<file path="config.mk">
export PLATFORM = sky130hd
export DESIGN_NAME = alu8_issue_stage
export DESIGN_NICKNAME = d
export VERILOG_FILES = /design/src/rtl/alu8_issue_stage.sv
export SDC_FILE = /design/constraint.sdc
export NUM_CORES = 1
export LEC_CHECK = 0
export BUFFER_PORTS_ARGS = -buffer_cell sky130_fd_sc_hd__buf_2
export CAP_MARGIN = 20
export CORE_MARGIN = 2
export CORE_UTILIZATION = 60
export DETAILED_ROUTE_END_ITERATION = 7
export PLACE_DENSITY = 0.91
export SYNTH_ARGS = -nofsm -noshare
export SYNTH_HDL_FRONTEND = slang
export SYNTH_SLANG_ARGS = --single-unit
export TNS_END_PERCENT = 100
</file>
<file path="constraint.sdc">
create_clock -name clk -period 4.5 [get_ports clk]
set_input_delay 0.45 -clock clk [delete_from_list [all_inputs] [get_ports clk]]
set_output_delay 0.45 -clock clk [all_outputs]
set_load 0.02 [all_outputs]
</file>
<file path="src/rtl/alu8_issue_stage.sv">
// alu8_issue_stage: issue/retire wrapper around the 8-bit add/sub/mul/comp datapath.
// Requests are buffered in a FIFO and popped into an issue register (ISS) that
// drives the datapath operands. The datapath result is then captured into a
// response register (RSP) that is offered to the consumer with valid/ready.
//
// Ports:
//   clk, rst                      clock, synchronous active-high reset
//   req_valid/req_ready           request handshake (req_ready = FIFO not full)
//   req_op/req_a/req_b/req_tag    request payload, sampled at the push edge
//   dp_a/dp_b/dp_op               registered operands/opcode to the datapath
//   dp_result                     combinational datapath result
//   rsp_valid/rsp_ready           response handshake
//   rsp_result/rsp_op/rsp_tag     captured response payload
//   occupancy                     FIFO entries currently held
module alu8_issue_stage #(
  parameter int unsigned FIFO_DEPTH = 4,
  parameter int unsigned TAG_W      = 4
) (
  input  logic                          clk,
  input  logic                          rst,
  input  logic                          req_valid,
  output logic                          req_ready,
  input  logic [1:0]                    req_op,
  input  logic [7:0]                    req_a,
  input  logic [7:0]                    req_b,
  input  logic [TAG_W-1:0]              req_tag,
  output logic [7:0]                    dp_a,
  output logic [7:0]                    dp_b,
  output logic [1:0]                    dp_op,
  input  logic [15:0]                   dp_result,
  output logic                          rsp_valid,
  input  logic                          rsp_ready,
  output logic [15:0]                   rsp_result,
  output logic [1:0]                    rsp_op,
  output logic [TAG_W-1:0]              rsp_tag,
  output logic [$clog2(FIFO_DEPTH):0]   occupancy
);

  localparam int unsigned PTR_W = $clog2(FIFO_DEPTH);
  localparam int unsigned CNT_W = PTR_W + 1;

  typedef struct packed {
    logic [1:0]       op;
    logic [7:0]       a;
    logic [7:0]       b;
    logic [TAG_W-1:0] tag;
  } req_t;

  // FIFO storage and control
  req_t             r_mem [FIFO_DEPTH];
  logic [PTR_W-1:0] r_wr_ptr;
  logic [PTR_W-1:0] r_rd_ptr;
  logic [CNT_W-1:0] r_count;

  // Issue stage
  logic             r_iss_valid;
  logic [7:0]       r_dp_a;
  logic [7:0]       r_dp_b;
  logic [1:0]       r_dp_op;
  logic [TAG_W-1:0] r_iss_tag;

  // Response stage
  logic             r_rsp_valid;
  logic [15:0]      r_rsp_result;
  logic [1:0]       r_rsp_op;
  logic [TAG_W-1:0] r_rsp_tag;

  logic w_full;
  logic w_empty;
  logic w_push;
  logic w_pop;
  logic w_rsp_free;
  logic w_iss_adv;
  req_t w_req_in;
  req_t w_head;

  assign w_full     = (r_count == CNT_W'(FIFO_DEPTH));
  assign w_empty    = (r_count == '0);
  // Push is gated by the registered count only, so a same-cycle pop never
  // lets a request into a full FIFO.
  assign w_push     = req_valid && !w_full;
  assign w_rsp_free = !r_rsp_valid || rsp_ready;
  assign w_iss_adv  = !r_iss_valid || w_rsp_free;
  assign w_pop      = w_iss_adv && !w_empty;

  assign w_req_in = '{op: req_op, a: req_a, b: req_b, tag: req_tag};
  assign w_head   = r_mem[r_rd_ptr];

  // FIFO pointers and occupancy; pointers wrap naturally (power-of-two depth)
  always_ff @(posedge clk) begin : fifo_ctrl
    if (rst) begin
      r_wr_ptr <= '0;
      r_rd_ptr <= '0;
      r_count  <= '0;
    end else begin
      if (w_push) r_wr_ptr <= r_wr_ptr + PTR_W'(1);
      if (w_pop)  r_rd_ptr <= r_rd_ptr + PTR_W'(1);
      r_count <= r_count + CNT_W'(w_push) - CNT_W'(w_pop);
    end
  end

  // FIFO storage; contents need no reset since pointers define validity
  always_ff @(posedge clk) begin : fifo_mem
    if (w_push) r_mem[r_wr_ptr] <= w_req_in;
  end

  // Issue register; operands hold when the FIFO runs dry so dp_result stays put
  always_ff @(posedge clk) begin : iss_stage
    if (rst) begin
      r_iss_valid <= 1'b0;
      r_dp_a      <= '0;
      r_dp_b      <= '0;
      r_dp_op     <= '0;
      r_iss_tag   <= '0;
    end else if (w_iss_adv) begin
      r_iss_valid <= !w_empty;
      if (!w_empty) begin
        r_dp_a    <= w_head.a;
        r_dp_b    <= w_head.b;
        r_dp_op   <= w_head.op;
        r_iss_tag <= w_head.tag;
      end
    end
  end

  // Response register; frozen while the consumer stalls
  always_ff @(posedge clk) begin : rsp_stage
    if (rst) begin
      r_rsp_valid  <= 1'b0;
      r_rsp_result <= '0;
      r_rsp_op     <= '0;
      r_rsp_tag    <= '0;
    end else if (w_rsp_free) begin
      r_rsp_valid <= r_iss_valid;
      if (r_iss_valid) begin
        r_rsp_result <= dp_result;
        r_rsp_op     <= r_dp_op;
        r_rsp_tag    <= r_iss_tag;
      end
    end
  end

  assign req_ready  = !w_full;
  assign occupancy  = r_count;
  assign dp_a       = r_dp_a;
  assign dp_b       = r_dp_b;
  assign dp_op      = r_dp_op;
  assign rsp_valid  = r_rsp_valid;
  assign rsp_result = r_rsp_result;
  assign rsp_op     = r_rsp_op;
  assign rsp_tag    = r_rsp_tag;

endmodule
</file>
==> run metrics, run 1 <==
outcome complete, no violations; worst slew pin tran approximately 1 ns; Register-to-Register Path Depth 12; Power, Total 4.326 mW; die area between 0.009 and 0.01 mm^2; Max clock buf depth 2; Seq pwr share about 40%; Setup Fix Bufs, Post-CTS 0; Mapped Area between 0.005 and 0.006 mm^2; commonest non-fill, non-tap cell in the layout edfxtp_1; largest net degree at the start of global routing between 50 and 60; power density cells around 660 mW/mm^2; clock power share approximately a third; layout cell share with drive strength beyond 1 around 32%; Detailed Place HPWL 6.454 mm; Pleak ~2.5 nW; Clock Latency Late Sink 0.52 ns; Slew HR roughly 32%; Sw Share between 30% and 40%; Setup TNS Final 0 ns; Worst Hold Class in -> reg; Die W 98.77 um; Total Routing Usage GR 23.97%; H-tree depth 4; crit path DAT just under 3 ns; ys async rst share 0%; max frequency roughly 400 MHz; vias in the first global route approximately 3,400; 1st-pass router iterations 5; Yosys warning total 0; WS Path Type reg -> reg; synthesized flop and latch total roughly 140; final hold violation count 0; Core Area about 0.0087 mm^2; IO Pins 87; CTS tree built; post-place setup slack between 1.5 and 2 ns; first-pass GRT wire length about 18 mm; Peak VDD IR 0.0003680 V; ys flop type edfxtp_1; final antenna-violating net count 0; P_int just under 3 mW; P_sw 1.360 mW; clock sink total approximately 140; final worst setup slack approximately 1.9 ns; CTS Buf Count 17; Seq/Total Area, Yosys between 60% and 70%; PostCTS Resize Cnt 0; max cap viols 0; mean area per synthesized cell roughly 14 um^2; final period utilization a little under three fifths; root buffer cell clkbuf_8; Logic pwr share 27.3%; routed len/inst roughly 20 um; drt initial violations 263; Final Skew between 0.009 and 0.01 ns; # diodes 0; row cnt 34; PortBufs 86; cell count after synthesis about 370; crit path capture type flip-flop; initial antenna violation count 0; gpl congestion between 0.7 and 0.8; # setup viols final 0; Area Overhead vs Synth 20.73%; hold_buf cts 0; startpoint types flip-flop; Vias ~3,500; Netlist cell types 36; most frequent cells in the layout edfxtp_1 (88), buf_2 (86), dfxtp_1 (53); CP Max Fanout 25; RSZ-0062 raised after global routing false; Min-Delay Path Depth 1; number of synthesized flops with an enable pin 88; Post-Syn Nets 423; drt total wl 11.62 mm; Via density between 6 and 7; Crit path required time around 5 ns; fin. max-slew vios 0; # DRC 0; Initial Utilization between 60% and 70%; minimum clock period 2.552 ns; Worst-path clk slew about 0.06 ns; NumNets Final about 510; grt ovf 0; Die Y 98.77 um
==> area by class of cell <==
type,count,area (um^2)
timing repair buffer,96,555.5
multi-input combinational,194,1479
tap,108,135.1
sequential,141,3704
clock inverter,7,68.82
inverter,6,22.52
clock buffer,25,541.8
fill,512,2215
==> Yosys cell counts (3+ instances only) <==
master / count / area (um^2)
mux4_1: 3 / 78.83
o21ai_0: 35 / 175.2
nor2_1: 4 / 15.01
ha_1: 6 / 75.07
edfxtp_1: 88 / 2643
inv_1: 5 / 18.77
mux4_2: 19 / 427.9
o21ai_1: 10 / 50.05
a21oi_1: 47 / 235.2
buf_2: 13 / 65.06
dfxtp_1: 53 / 1061
clkbuf_1: 13 / 48.80
nand3_1: 46 / 230.2
and3_1: 4 / 25.02
==> worst paths after layout <==
| kind | start | end | slack [ns] |
|---|---|---|---|
| setup / recovery | r_iss_valid$_SDFFE_PP0N_ | occupancy[2]$_SDFF_PP0_ | 1.95 |
| hold / removal | req_b[0] | r_mem[3][4]$_DFFE_PP_ | 0.14 |
| setup reg to reg | r_iss_valid$_SDFFE_PP0N_ | occupancy[2]$_SDFF_PP0_ | 1.95 |
| hold reg to reg | r_iss_tag[3]$_SDFFE_PP0P_ | rsp_tag[3]$_SDFFE_PP0P_ | 0.46 |
==> routing by layer <==
layer / vias to the layer above / share of wire, % / global-route usage [%] / routed length, um
met5: - / 0 / 0 / 0
met4: 0 / 2.1 / 9.378 / 242
met3: 26 / 6.5 / 6.879 / 755
met2: 152 / 50 / 38.10 / 5791
met1: 1736 / 42 / 31.67 / 4826
li1: 1589 / - / - / -
==> power groups by stage <==
stage	registers, mW	clock network, mW	logic (mW)
after global placement	1.76	0	1.06
final	1.74	1.40	1.18
after floorplan	1.85	0	0.747
after detailed placement	1.78	0	1.10
after global routing	1.76	1.48	1.29
after CTS	1.76	1.41	1.13
==> metrics by stage <==
step | utilization (%) | instances | hold slack [ns] | cell area, um^2
finish | 74.61 | 577 | 0.1449 | 6506
global route | 74.61 | 577 | 0.1281 | 6506
CTS | 73.52 | 571 | 0.1180 | 6411
detailed placement | 66.51 | 539 | 0.4537 | 5801
global placement | 66.51 | 539 | 0.4494 | 5801
floorplan | - | 374 | 0.4403 | 5389
==> state kept, by name, summed over array words and instances, names as in the netlist <==
name,count
rsp_result,16
r_iss_tag,4
rsp_op,2
dp_b,8
rsp_tag,4
r_mem,88
r_iss_valid,1
occupancy,3
dp_op,2
r_wr_ptr,2
r_rd_ptr,2
rsp_valid,1
dp_a,8
==> cells by family after synthesis <==
group / share of synthesized area (%)
AO/OA/AOI/OAI: 9.589
XOR/XNOR: 0.1626
adder cells (fa/ha/maj): 1.765
buffers and inverters: 3.831
flip-flops: 68.73
multiplexers: 9.403
AND/OR/NAND/NOR: 6.524
==> worst max-delay path: stages, from the launching register on <==
cell and delay (ns):
dfxtp_1 0.31, buf_4 0.26, and3b_1 0.19, buf_4 0.27, nor2_1 0.11, ha_1 0.28
inv_1 0.06, ha_1 0.14, inv_1 0.05, fa_1 0.37, xor2_1 0.17, and2_1 0.15
nor3_1 0.04
Note: power is estimated with default switching activity, not from simulation.
==> run 2, diff against run 1 <==
CORE_UTILIZATION = 50   (was 60)
PLACE_DENSITY = 0.82   (was 0.91)
clock period = 2.1 ns   (was 4.5 ns; I/O delays follow)
==> run 2 against run 1 <==
Against the previous run:
- the run now ends with negative setup slack left
- combinational power up 140%
- via count is 3.9% higher
- critical path depth is 2 lower
- sequential share of layout area shrank 4.1 points
- sequential power up 110%
- fmax is 21% higher
- first-iteration DRC count is 46% higher
- register-to-register slack lost 2.0 ns
- setup slack worse by 2.0 ns
- wire length is 2.3% higher
- clock skew decreased by 0.0022 ns
- clock power up 110%
- critical endpoint unchanged
==> run metrics, run 2 (synthesized netlist as in run 1, its figures left out) <==
Pleak 2.652 nW (+8.1%); final hold violation count 0 (unchanged); Core Area 0.01042 mm^2 (+19%); Worst Hold Class in -> reg; root buffer cell clkbuf_8; Critical Path, Cell by Cell or3b_4 -> nand2_2 -> ha_4 -> inv_4 -> ha_4 -> inv_2 -> fa_2 -> xor2_1 -> and2_1 -> nor3_2; layout cell share with drive strength beyond 1 33.40% (+1.2 points); final worst setup slack -0.009129 ns (-1.957 ns); slowest cell delay on critical path 0.40 ns (+0.03 ns); worst slew pin tran 0.5412 ns (-0.4728 ns); Die W 107.8 um (+9.2%); max reg flops 88 (unchanged); final antenna-violating net count 0 (unchanged); fin. max-slew vios 0 (unchanged); area of the multi-input gates 0.001519 mm^2 (+2.7%); RSZ-0062 raised after global routing true; outcome complete, but fails checks; largest net degree at the start of global routing 26 (-53%); critical path's top delay family simple AND/OR/NAND/NOR gates; Worst path slowest cell or3b_4; highest metal used met4; Setup TNS Final -0.009129 ns (-0.009129 ns); Via density 5.567 (-8.3%); crit path launch occupancy[0]$_SDFF_PP0_; die area 0.01162 mm^2 (+19%); PortBufs 86 (unchanged); met1 WL 4.697 mm (-2.7%); CP Max Fanout 4 (-84%); # diodes 0 (unchanged); final period utilization 100.4% (+44 points); crit path DAT 2.49 ns (-0.43 ns); hold_sp req_valid; Total Routing Usage GR 21.54% (-2.4 points); drt total wl 11.88 mm (+2.3%); Max clock buf depth 2 (unchanged); max frequency 474.1 MHz (+21%); Die Y 107.8 um (+9.2%); crit path capture type flip-flop; Final Skew 0.007021 ns (-0.002173 ns); Worst-path clk slew 0.06 ns (about the same); most frequent cells in the layout edfxtp_1 (88), buf_2 (86), dfxtp_1 (50); CTS Buf Count 17 (unchanged); Area Overhead vs Synth 30.39%; startpoint types flip-flop; Initial Utilization 51.74% (-10 points); failing checks negative setup slack; FILL cells 696 (+36%); H-tree depth 4 (unchanged); vias in the first global route 3,740 (+8.5%); commonest non-fill, non-tap cell in the layout edfxtp_1; IO Pins 87 (unchanged); drt initial violations 383 (+46%); row cnt 37 (+8.8%); max cap viols 0 (unchanged); # DRC 0 (unchanged); Crit path required time 2.48 ns (-2.39 ns); Detailed Place HPWL 6.849 mm (+6.1%); start of the worst register-to-register path occupancy[0]$_SDFF_PP0_; CTS tree built; power density cells 1334 mW/mm^2 (+100%); length of routed met2 wiring 6.307 mm (+8.9%); minimum clock period 2.109 ns (-0.4428 ns); Vias 3,641 (+3.9%); gpl congestion 0.7456 (-6.0%); # setup viols final 1 (+1); Clock Latency Late Sink 0.52 ns (about the same); Power, Total 9.372 mW (+120%); Sequential Area 0.003715 mm^2 (+0.30%); Most flops, register r_mem; WS Path Type reg -> reg; Top cell by count, worst path ha_4; Slew HR 63.92% (+32 points); clock sink total 141 (unchanged); WP buf/inv 2 (-2); 1st-pass router iterations 4 (-1); initial antenna violation count 0 (unchanged); routed len/inst 18.17 um (-9.8%); NumNets Final 554 (+9.7%); first-pass GRT wire length 18.55 mm (+4.3%); metal3 WL 683 um (-9.5%); Peak VDD IR 0.0007340 V (+99%); grt ovf 0 (unchanged)
==> run 2: changes by cell type in the layout (fill, tap and decap cells not counted), moves of 2 or more <==
cell	change
dlygate4sd3_1	+38
ha_4	+2
clkbuf_8	+2
buf_8	-4
dfxtp_1	-3
dfxtp_4	+3
clkbuf_2	-2
buf_12	+2
buf_4	+14
ha_1	-2
inv_1	-2
==> run 2: metal layers <==
layer	global-route usage (%)	up-vias
met2	38.63	141
met5	0	-
met4	10.35	0
met3	4.782	23
li1	-	1691
met1	24.17	1786
==> run 2: per-stage QoR <==
| stage | hold WS, ns | worst slack, ns | instance area, um^2 | utilization [%] | cells |
|---|---|---|---|---|---|
| 2_1_floorplan | 0.3089 | -0.08916 | 5400 | - | 374 |
| 3_3_place_gp | 0.4222 | 0.04476 | 5984 | 57.45 | 582 |
| 3_5_place_dp | 0.4291 | -0.02548 | 5984 | 57.45 | 582 |
| 4_1_cts | 0.01730 | -0.04874 | 6969 | 66.91 | 652 |
| 5_1_grt | 0.04517 | -0.05877 | 7027 | 67.46 | 654 |
| 6_report | 0.04997 | -0.009129 | 7027 | 67.46 | 654 |
==> run 2: layout make-up <==
| type | instances | share of cell area (%) |
|---|---|---|
| Clock buffer | 26 | 8.013 |
| Multi-Input combinational cell | 194 | 21.62 |
| Clock inverter | 6 | 0.5876 |
| Tap cell | 136 | 2.422 |
| Inverter | 6 | 0.3561 |
| Timing Repair Buffer | 145 | 14.14 |
| Sequential cell | 141 | 52.87 |
==> run 2: path summary, 6_finish.rpt <==
path,end,slack (ns),depth (start not counted)
max,occupancy[2]$_SDFF_PP0_,-0.009,10
min,r_wr_ptr[1]$_SDFFE_PP0P_,0.05,3
max reg2reg,occupancy[2]$_SDFF_PP0_,-0.009,10
min reg2reg,rsp_tag[3]$_SDFFE_PP0P_,0.47,2
==> run 2: worst min-delay path: stages <==
cell and delay (ns):
buf_2 0.15, nand3_1 0.11, a21oi_2 0.05
==> run 2: what timing repair did <==
action | 4_1_cts | 5_1_grt
endpoints found under the setup margin | 1 | 1
pin swaps | 0 | 5
hold buffers | 38 | 0
setup buffers | 0 | 2
cloned | 0 | 0
endpoints found under the hold margin | 104 | 0
gates resized for setup | 0 | 11
==> run 2: power by group <==
| group | switching (mW) | leakage, nW | internal [mW] |
|---|---|---|---|
| combinational | 1.60 | 1.11 | 1.18 |
| clock | 1.08 | 0.298 | 1.83 |
| sequential | 0.223 | 1.24 | 3.45 |
